[config.mk]
export PLATFORM = sky130hd
export DESIGN_NAME = seq_alu
export DESIGN_NICKNAME = d
export VERILOG_FILES = /design/src/rtl/seq_alu.sv
export SDC_FILE = /design/constraint.sdc
export NUM_CORES = 1
export LEC_CHECK = 0
export CORE_MARGIN = 3
export CORE_UTILIZATION = 29
export CTS_CLUSTER_SIZE = 28
export DETAILED_ROUTE_END_ITERATION = 8
export GPL_ROUTABILITY_DRIVEN = 0
export HOLD_SLACK_MARGIN = 0.02
export PLACE_DENSITY = 0.47
export SYNTH_ARGS = -nofsm -noshare
export SYNTH_HDL_FRONTEND = slang
export SYNTH_SLANG_ARGS = --single-unit
[constraint.sdc]
create_clock -name clk -period 9.7 [get_ports clk]
set_clock_uncertainty 0.2 [all_clocks]
set_input_delay 1.94 -clock clk [delete_from_list [all_inputs] [get_ports clk]]
set_output_delay 1.94 -clock clk [all_outputs]
set_load 0.02 [all_outputs]
[src/rtl/seq_alu.sv]
// Sequential ALU: single-cycle ops registered with one-cycle latency, plus iterative MUL/DIVU/REMU.
// Define SEQ_ALU_SIGNED_DIV_EN to add signed DIV (op 16) and REM (op 17).
module seq_alu #(
    parameter int WIDTH = 32
) (
    input  logic             clk,
    input  logic             rstn,
    input  logic             alu_valid,
    output logic             alu_ready,
    input  logic [4:0]       alu_op,
    input  logic [WIDTH-1:0] alu_src0,
    input  logic [WIDTH-1:0] alu_src1,
    output logic [WIDTH-1:0] alu_res,
    output logic             alu_res_valid
);
    localparam int SW = $clog2(WIDTH);
    localparam logic [WIDTH-1:0] ZERO = {WIDTH{1'b0}};
    localparam logic [WIDTH-1:0] ONE = WIDTH'(1);
    localparam logic [SW-1:0] CNT_LAST = SW'(WIDTH - 1);
    localparam logic [4:0] OP_MUL  = 5'd13;
    localparam logic [4:0] OP_DIVU = 5'd14;
    localparam logic [4:0] OP_REMU = 5'd15;
    localparam logic [4:0] OP_REM  = 5'd17;
`ifdef SEQ_ALU_SIGNED_DIV_EN
    localparam logic [4:0] OP_DIV  = 5'd16;
`endif

    typedef enum logic [1:0] {IDLE = 2'd0, MUL = 2'd1, DIV = 2'd2} state_t;

    state_t           state_r;
    logic [SW-1:0]    cnt_r;
    logic [WIDTH-1:0] opa_r, opb_r, acc_r;
    logic             rem_sel_r, neg_q_r, neg_r_r;

    logic             is_mul_s, is_div_s, is_rem_s, is_sgn_s;
    logic [WIDTH-1:0] mag0_s, mag1_s, mul_acc_s, rem_next_s, quo_next_s;
    logic [WIDTH-1:0] quo_fix_s, rem_fix_s, div_res_s;
    logic [WIDTH:0]   sub_s;
    logic             q_bit_s;

    function automatic logic [WIDTH-1:0] single_op(input logic [4:0] op,
                                                   input logic [WIDTH-1:0] a,
                                                   input logic [WIDTH-1:0] b);
        logic [WIDTH-1:0] r;
        case (op)
            5'd0:    r = a + b;
            5'd1:    r = a - b;
            5'd2:    r = ($signed(a) < $signed(b)) ? ONE : ZERO;
            5'd3:    r = (a < b) ? ONE : ZERO;
            5'd4:    r = a & b;
            5'd5:    r = a | b;
            5'd6:    r = a ^ b;
            5'd7:    r = ~(a | b);
            5'd8:    r = a << b[SW-1:0];
            5'd9:    r = a >> b[SW-1:0];
            5'd10:   r = $signed(a) >>> b[SW-1:0];
            5'd11:   r = a;
            5'd12:   r = b;
            default: r = ZERO;
        endcase
        return r;
    endfunction

    assign alu_ready = (state_r == IDLE);

    // Request decode and operand magnitudes for the divider
    always_comb begin
        is_mul_s = (alu_op == OP_MUL);
        is_div_s = (alu_op == OP_DIVU) || (alu_op == OP_REMU);
        is_sgn_s = 1'b0;
`ifdef SEQ_ALU_SIGNED_DIV_EN
        if ((alu_op == OP_DIV) || (alu_op == OP_REM)) begin
            is_div_s = 1'b1;
            is_sgn_s = 1'b1;
        end else begin
            is_sgn_s = 1'b0;
        end
`endif
        is_rem_s = (alu_op == OP_REMU) || (is_sgn_s && (alu_op == OP_REM));
        mag0_s = (is_sgn_s && alu_src0[WIDTH-1]) ? (ZERO - alu_src0) : alu_src0;
        mag1_s = (is_sgn_s && alu_src1[WIDTH-1]) ? (ZERO - alu_src1) : alu_src1;
    end

    // One shift-add step and one restoring-division step; a zero divisor yields all-ones / dividend
    always_comb begin
        mul_acc_s  = acc_r + (opb_r[0] ? opa_r : ZERO);
        sub_s      = {acc_r, opa_r[WIDTH-1]} - {1'b0, opb_r};
        q_bit_s    = ~sub_s[WIDTH];
        rem_next_s = q_bit_s ? sub_s[WIDTH-1:0] : {acc_r[WIDTH-2:0], opa_r[WIDTH-1]};
        quo_next_s = {opa_r[WIDTH-2:0], q_bit_s};
        quo_fix_s  = neg_q_r ? (ZERO - quo_next_s) : quo_next_s;
        rem_fix_s  = neg_r_r ? (ZERO - rem_next_s) : rem_next_s;
        div_res_s  = rem_sel_r ? rem_fix_s : quo_fix_s;
    end

    // Control FSM, iteration datapath and registered result
    always_ff @(posedge clk or negedge rstn) begin
        if (!rstn) begin
            state_r       <= IDLE;
            cnt_r         <= {SW{1'b0}};
            opa_r         <= ZERO;
            opb_r         <= ZERO;
            acc_r         <= ZERO;
            rem_sel_r     <= 1'b0;
            neg_q_r       <= 1'b0;
            neg_r_r       <= 1'b0;
            alu_res       <= ZERO;
            alu_res_valid <= 1'b0;
        end else begin
            case (state_r)
                IDLE: begin
                    alu_res_valid <= 1'b0;
                    cnt_r         <= {SW{1'b0}};
                    acc_r         <= ZERO;
                    if (alu_valid && is_mul_s) begin
                        opa_r   <= alu_src0;
                        opb_r   <= alu_src1;
                        state_r <= MUL;
                    end else if (alu_valid && is_div_s) begin
                        opa_r     <= mag0_s;
                        opb_r     <= mag1_s;
                        rem_sel_r <= is_rem_s;
                        neg_q_r   <= is_sgn_s && (alu_src0[WIDTH-1] ^ alu_src1[WIDTH-1])
                                     && (alu_src1 != ZERO);
                        neg_r_r   <= is_sgn_s && alu_src0[WIDTH-1];
                        state_r   <= DIV;
                    end else if (alu_valid) begin
                        alu_res       <= single_op(alu_op, alu_src0, alu_src1);
                        alu_res_valid <= 1'b1;
                    end else begin
                        alu_res_valid <= 1'b0;
                    end
                end
                MUL: begin
                    acc_r <= mul_acc_s;
                    opa_r <= opa_r << 1;
                    opb_r <= opb_r >> 1;
                    cnt_r <= cnt_r + SW'(1);
                    if (cnt_r == CNT_LAST) begin
                        alu_res       <= mul_acc_s;
                        alu_res_valid <= 1'b1;
                        state_r       <= IDLE;
                    end else begin
                        alu_res_valid <= 1'b0;
                    end
                end
                DIV: begin
                    acc_r <= rem_next_s;
                    opa_r <= quo_next_s;
                    cnt_r <= cnt_r + SW'(1);
                    if (cnt_r == CNT_LAST) begin
                        alu_res       <= div_res_s;
                        alu_res_valid <= 1'b1;
                        state_r       <= IDLE;
                    end else begin
                        alu_res_valid <= 1'b0;
                    end
                end
                default: begin
                    state_r       <= IDLE;
                    alu_res_valid <= 1'b0;
                end
            endcase
        end
    end
endmodule

==> impl_metrics.py, run 1 <==
metrics = {
    "critical_path": {
        "required_ps": 9840,
        "critPathCaptureType": "register",
        "r2r-start": "opa_r[31]",
        "ff2ff_setup_slack_ps": 4730,
        "endpoint": "alu_res[30]",
        "startpoint_type": "input pin",
        "rr_worst_depth": 14,
        "crit_arrival_ps": 6780,
        "critPathLaunch": "alu_src1[4]",
        "worstSetupPathType": "in2reg",
        "path_max_fanout": 40,
        "reg2reg_to": "alu_res[10]",
    },
    "die": {
        "die_x_um": 267,
        "fp-row-count": 95,
        "core_um2": 67400,
        "die_y_um": 267,
        "initial_core_util": 0.293,
        "dieArea_um2": 71300,
        "io_pins": 106,
    },
    "clock_network": {
        "htree_levels": 4,
        "clk_latency_ps": 470,
        "numCtsBuffers": 17,
        "numClockSinks": 137,
        "cts_setup_buffers": 0,
        "clockRootBuffer": "clkbuf_16",
        "clkSlewWorstSetupHoldPaths_ps": 60,
        "hold_buffers": 0,
        "clockBufferDepth": 2,
        "cts_tree": "done",
        "ctsResizeCount": 0,
    },
    "pwr": {
        "vdd_ir_drop_max_mv": 0.158,
        "power.internal_mw": 2.09,
        "p_sw_frac": 0.526,
        "p_seq_frac": 0.251,
        "p_sw_mw": 2.32,
        "leakage_nw": 9.24,
        "pwr-share-comb": 0.591,
        "cellPowerDensity_nw_per_um2": 199,
        "clkPwrFrac": 0.158,
    },
    "routing": {
        "postRouteAntennaNets": 0,
        "routed_wl_um": 99800,
        "drc": 0,
        "via_per_inst": 6.30,
        "firstDrtPassIters": 8,
        "wl_per_cell_um": 28.7,
        "via_count": 21900,
        "drt-initial-drc-count": 2760,
    },
    "logic_synthesis": {
        "avgSynthCellArea_um2": 7.59,
        "seq_area_frac_synth": 0.173,
        "async_flop_share": 1.00,
        "synth_cells": 2603,
        "yosys_warnings": 0,
        "synth_cell_types": 87,
        "synth_edf_count": 0,
        "syn-num-nets": 2850,
        "synthFlopType": "dfrtp_1",
        "ys_ff_latch": 137,
        "netlist_area_um2": 19800,
    },
    "global_routing": {
        "met3_usage": 0.0496,
        "antenna_found_initial": 9,
        "grt_use_total": 0.273,
        "grt_max_degree": 83,
        "grt-ovfl-total": 0,
        "gr-usage-met1": 0.366,
        "grt_pass1_wl_um": 144000,
        "busiest_layer": "met2",
        "grt_pass1_vias": 20600,
        "grtUsageMet2": 0.424,
    },
    "layout": {
        "drive_above_1_share": 0.0877,
        "area.growth.synth_to_final_pct": 12.2,
        "finalNetCount": 2834,
        "final_cells": 3476,
    },
    "timing": {
        "tns_ps": 0,
        "fmax_mhz": 150,
        "worst_pin_slew_ps": 1420,
        "slew_headroom": 0.0384,
        "hold_viol": 0,
        "min_period_over_period": 0.685,
        "setup_viol": 0,
        "period_needed_ps": 6650,
        "rsz0062_at_grt": "no",
        "slew_violations": 0,
    },
    "placement": {
        "hpwl_um": 76100,
        "portBuffers": 105,
        "dp_cells": 3441,
    },
    "hold_path": {
        "hold_class": "reg2reg",
    },
    "status": {
        "outcome": "finished clean",
    },
    "run": {
        "drv_cap": 0,
    },
}
-- flip-flops by register name (all words and copies together), names as in the netlist --
name,cells
acc_r,32
alu_res,32
opa_r,32
opb_r,32
cnt_r,5
state_r,2
alu_res_valid,1
rem_sel_r,1
-- power by group through the flow --
stage | sequential (mW) | clock (mW) | combinational (mW)
finish | 1.11 | 0.695 | 2.61
global route | 1.12 | 0.730 | 2.80
CTS | 1.10 | 0.710 | 2.57
detailed placement | 1.11 | 0 | 2.55
global placement | 1.11 | 0 | 2.53
floorplan | 0.993 | 0 | 1.59
-- cells in the mapped netlist (10+ instances only) --
| cell | n | area share |
|---|---|---|
| buf_1 | 10 | 0.0019 |
| dfrtp_1 | 137 | 0.17 |
| ha_1 | 171 | 0.11 |
| or3_1 | 12 | 0.0038 |
| nor2_1 | 302 | 0.057 |
| and3_1 | 20 | 0.0063 |
| o21a_1 | 22 | 0.0084 |
| a221oi_1 | 31 | 0.014 |
| xor2_1 | 27 | 0.012 |
| o22ai_1 | 13 | 0.0041 |
| a22o_1 | 11 | 0.0049 |
| a22oi_1 | 72 | 0.027 |
| nor2b_1 | 20 | 0.0063 |
| a31oi_1 | 43 | 0.014 |
| inv_1 | 137 | 0.026 |
| mux2i_1 | 76 | 0.038 |
| o211ai_1 | 20 | 0.0076 |
| xnor2_1 | 49 | 0.022 |
| nor3_1 | 25 | 0.0063 |
| o221ai_1 | 10 | 0.0044 |
| a21o_1 | 44 | 0.017 |
| o31ai_1 | 23 | 0.0087 |
| a211o_1 | 10 | 0.0044 |
| a21oi_1 | 278 | 0.070 |
| mux2_2 | 29 | 0.017 |
| and2_1 | 47 | 0.015 |
| o21ai_0 | 208 | 0.053 |
| o21bai_1 | 19 | 0.0072 |
| nand3_1 | 52 | 0.013 |
| nand4_1 | 21 | 0.0066 |
| a222oi_1 | 15 | 0.0076 |
| nand2_1 | 198 | 0.038 |
| clkbuf_1 | 148 | 0.028 |
| a211oi_1 | 38 | 0.014 |
| mux4_2 | 62 | 0.071 |
| buf_2 | 32 | 0.0081 |
| nand2b_1 | 18 | 0.0057 |
-- cell families (layout without fill, tap and decap cells) --
logic type | count (synthesis) | after routing | synth area share
AO/OA/AOI/OAI | 956 | 956 | 0.313
AND/OR/NAND/NOR | 749 | 749 | 0.171
buffers and inverters | 340 | 337 | 0.0689
adder cells (fa/ha/maj) | 175 | 175 | 0.112
multiplexers | 169 | 169 | 0.127
flip-flops | 137 | 137 | 0.173
XOR/XNOR | 77 | 77 | 0.0351
other | 0 | 3 | 0
-- how the worst min path moves through the flow --
stage                    from        end  slack [ps]  depth (start not counted)
floorplan           opb_r[31]  opb_r[31]         270                          2
global placement    opb_r[29]  opb_r[29]         300                          2
detailed placement  opb_r[23]  opb_r[23]         300                          2
CTS                 opb_r[23]  opb_r[23]         320                          2
global route         cnt_r[4]   cnt_r[4]         350                          1
finish              opb_r[23]  opb_r[23]         310                          2
-- cell usage in the layout (no fill, tap or decap), types with 23 or more instances in the layout --
master	count
a211oi_1	37
nand2_1	198
o31ai_1	23
a31oi_1	43
a21oi_1	277
clkdlybuf4s50_1	99
and2_1	47
nor3_1	25
nand3_1	52
a21o_1	44
inv_1	137
xor2_1	27
mux4_2	62
nor2_1	296
mux2i_1	76
mux2_2	29
a22oi_1	72
buf_4	59
a221oi_1	31
dfrtp_1	137
ha_1	170
o21ai_0	208
xnor2_1	49
-- metal layers --
layer	part of all wire	routed length, um
met1	0.41	40700
met2	0.44	43500
met3	0.099	9870
met4	0.057	5680
met5	0.00047	47
-- per-stage QoR --
stage | instance area (um^2) | util | total power [mW] | hold slack, ps | setup WS (ps)
after global routing | 22200 | 0.329 | 4.66 | 348 | 2990
after floorplan | 19800 | - | 2.58 | 270 | 3790
after global placement | 21600 | 0.320 | 3.64 | 295 | 2790
after detailed placement | 21600 | 0.320 | 3.65 | 303 | 2800
final | 22200 | 0.329 | 4.41 | 314 | 3050
after CTS | 22200 | 0.329 | 4.37 | 316 | 3270
-- critical path, stage by stage --
cell and delay, ps:
clkdlybuf4s50_1 450, buf_4 390, clkinv_1 130, buf_4 250, ha_1 450, o21a_1 160, o31a_1 160, o31ai_1 130
a21boi_1 510, o2111ai_1 280, a2111oi_1 780, o21ai_0 200, a31oi_1 230, mux2_2 370, o32a_1 330
-- cell type report --
| type | count | area [um^2] |
|---|---|---|
| Timing Repair Buffer | 162 | 1460 |
| Inverter | 143 | 537 |
| Sequential cell | 137 | 3430 |
| Clock inverter | 14 | 161 |
| Fill cell | 7092 | 45200 |
| Antenna cell | 3 | 7.51 |
| Tap cell | 873 | 1090 |
| Clock buffer | 18 | 439 |
| Multi-Input combinational cell | 2126 | 15000 |
(Power assumes the default switching activity.)
==> run 2, diff against run 1 <==
==> constraint.sdc (replaced) <==
create_clock -name clk -period 6.91 [get_ports clk]
set_clock_uncertainty 0.2 [all_clocks]
set_input_delay 1.382 -clock clk [delete_from_list [all_inputs] [get_ports clk]]
set_output_delay 1.382 -clock clk [all_outputs]
set_load 0.02 [all_outputs]
==> impl_metrics.py, run 2 (synthesis gave the netlist of run 1 again) <==
metrics = {
    "status": {
        "outcome": "finished clean",
    },
    "global_routing": {
        "antenna_found_initial": 7,
        "grt_pass1_vias": 20800,
        "grt_use_total": 0.279,
        "busiest_layer": "met2",
        "gr-usage-met1": 0.355,
        "grt_max_degree": 74,
        "met3_usage": 0.0751,
        "grtUsageMet2": 0.433,
        "grt-ovfl-total": 0,
        "grt_pass1_wl_um": 146000,
    },
    "timing": {
        "slew_violations": 0,
        "setup_viol": 0,
        "period_needed_ps": 5790,
        "slew_headroom": 0.133,
        "hold_viol": 0,
        "worst_pin_slew_ps": 1300,
        "fmax_mhz": 173,
        "min_period_over_period": 0.838,
        "timing.hold.ws_ps": 314,
        "tns_ps": 0,
        "setup_slack_ps": 1120,
        "rsz0062_at_grt": "no",
    },
    "routing": {
        "via_per_inst": 6.30,
        "wl_per_cell_um": 29.2,
        "routed_wl_um": 102000,
        "firstDrtPassIters": 7,
        "postRouteAntennaNets": 0,
        "drt-initial-drc-count": 2840,
        "via_count": 22000,
        "drc": 0,
    },
    "clock_network": {
        "hold_buffers": 0,
        "ctsResizeCount": 0,
        "htree_levels": 4,
        "numCtsBuffers": 17,
        "clkSlewWorstSetupHoldPaths_ps": 80,
        "cts_setup_buffers": 0,
        "clockRootBuffer": "clkbuf_16",
        "cts_tree": "done",
        "numClockSinks": 137,
        "clockBufferDepth": 2,
        "clk_latency_ps": 500,
    },
    "critical_path": {
        "cp_slowest_stage_delay_ps": 880,
        "path_cells": "clkdlybuf4s50_1 -> inv_1 -> ha_1 -> nand3_1 -> a211oi_1 -> o31ai_1 -> a21boi_1 -> o2111ai_1 -> a2111oi_1 -> o21ai_0 -> a31oi_1 -> mux2_2 -> o32a_1",
        "path_max_fanout": 13,
        "crit_family": "compound AO/OA/AOI/OAI gates",
        "crit_buf_inv": 2,
        "critPathCaptureType": "register",
        "startpoint_type": "input pin",
        "worstSetupPathType": "in2reg",
        "required_ps": 7090,
        "crit_slowest_cell": "a2111oi_1",
        "crit_arrival_ps": 5970,
    },
    "layout": {
        "finalInstanceArea_um2": 22200,
        "final_cell_mix": "296 x nor2_1, 277 x a21oi_1, 208 x o21ai_0, 198 x nand2_1, 170 x ha_1",
        "final_common_cell": "nor2_1",
        "finalNetCount": 2847,
        "area.growth.synth_to_final_pct": 12.5,
        "drive_above_1_share": 0.0918,
    },
    "die": {
        "core_um2": 67400,
        "fp-row-count": 95,
        "initial_core_util": 0.293,
        "die_x_um": 267,
        "die_y_um": 267,
        "io_pins": 106,
        "dieArea_um2": 71300,
    },
    "pwr": {
        "cellPowerDensity_nw_per_um2": 280,
        "total_power_mw": 6.23,
        "leakage_nw": 9.28,
        "vdd_ir_drop_max_mv": 0.180,
    },
    "placement": {
        "dpl_cell_area_um2": 21700,
        "dp_slack_ps": 804,
        "hpwl_um": 78000,
        "portBuffers": 105,
    },
    "hold_path": {
        "hold_class": "reg2reg",
    },
    "run": {
        "drv_cap": 0,
    },
}
-- run 2: changes by cell type in the layout (fill, tap and decap cells not counted) --
cell and delta:
inv_6 -3, clkbuf_1 +1, clkinv_4 +2, bufinv_16 -1, diode_2 -1, clkinvlp_4 +1, inv_8 +1, clkinv_2 -1
buf_4 +13
-- run 2: final timing paths --
path,startpoint,end,slack (ps),depth (start not counted)
setup / recovery,alu_src0[8],alu_res[30],1120,13
hold reg to reg,opb_r[30],opb_r[30],310,2
min in group asynchronous,rstn,opb_r[30],570,1
hold / removal,opb_r[30],opb_r[30],310,2
setup reg to reg,opa_r[31],alu_res[4],2030,14
max in group asynchronous,rstn,opa_r[2],4760,2
-- run 2: layer usage --
| layer | vias up | routed length [um] |
|---|---|---|
| li1 | 9610 | - |
| met1 | 10700 | 40400 |
| met2 | 1355 | 44400 |
| met3 | 286 | 10600 |
| met4 | 8 | 6240 |
| met5 | - | 55 |
-- run 2: power by group --
part | leakage (nW) | switching, mW | total, mW | internal, mW
combinational | 7.28 | 2.42 | 3.71 | 1.29
sequential | 1.73 | 0.452 | 1.55 | 1.10
clock | 0.280 | 0.460 | 0.974 | 0.514
total | 9.28 | 3.33 | 6.23 | 2.90
-- run 2: stage by stage --
stage,cells,utilization
after floorplan,2603,-
after global placement,3454,0.321
after detailed placement,3454,0.321
after CTS,3486,0.330
after global routing,3487,0.330
final,3488,0.330
-- run 2: area by class of cell --
type	count	area, um^2
Inverter	143	537
Sequential cell	137	3430
Multi-Input combinational cell	2126	15000
Clock inverter	13	136
Timing Repair Buffer	175	1560
Fill cell	7217	45200
Clock buffer	19	443
Tap cell	873	1090
Antenna cell	2	5.00
-- run 2: worst min-delay path: stages (launching register included) --
cell	delay, ps
dfrtp_1	370
nand2_1	50
o21ai_0	60
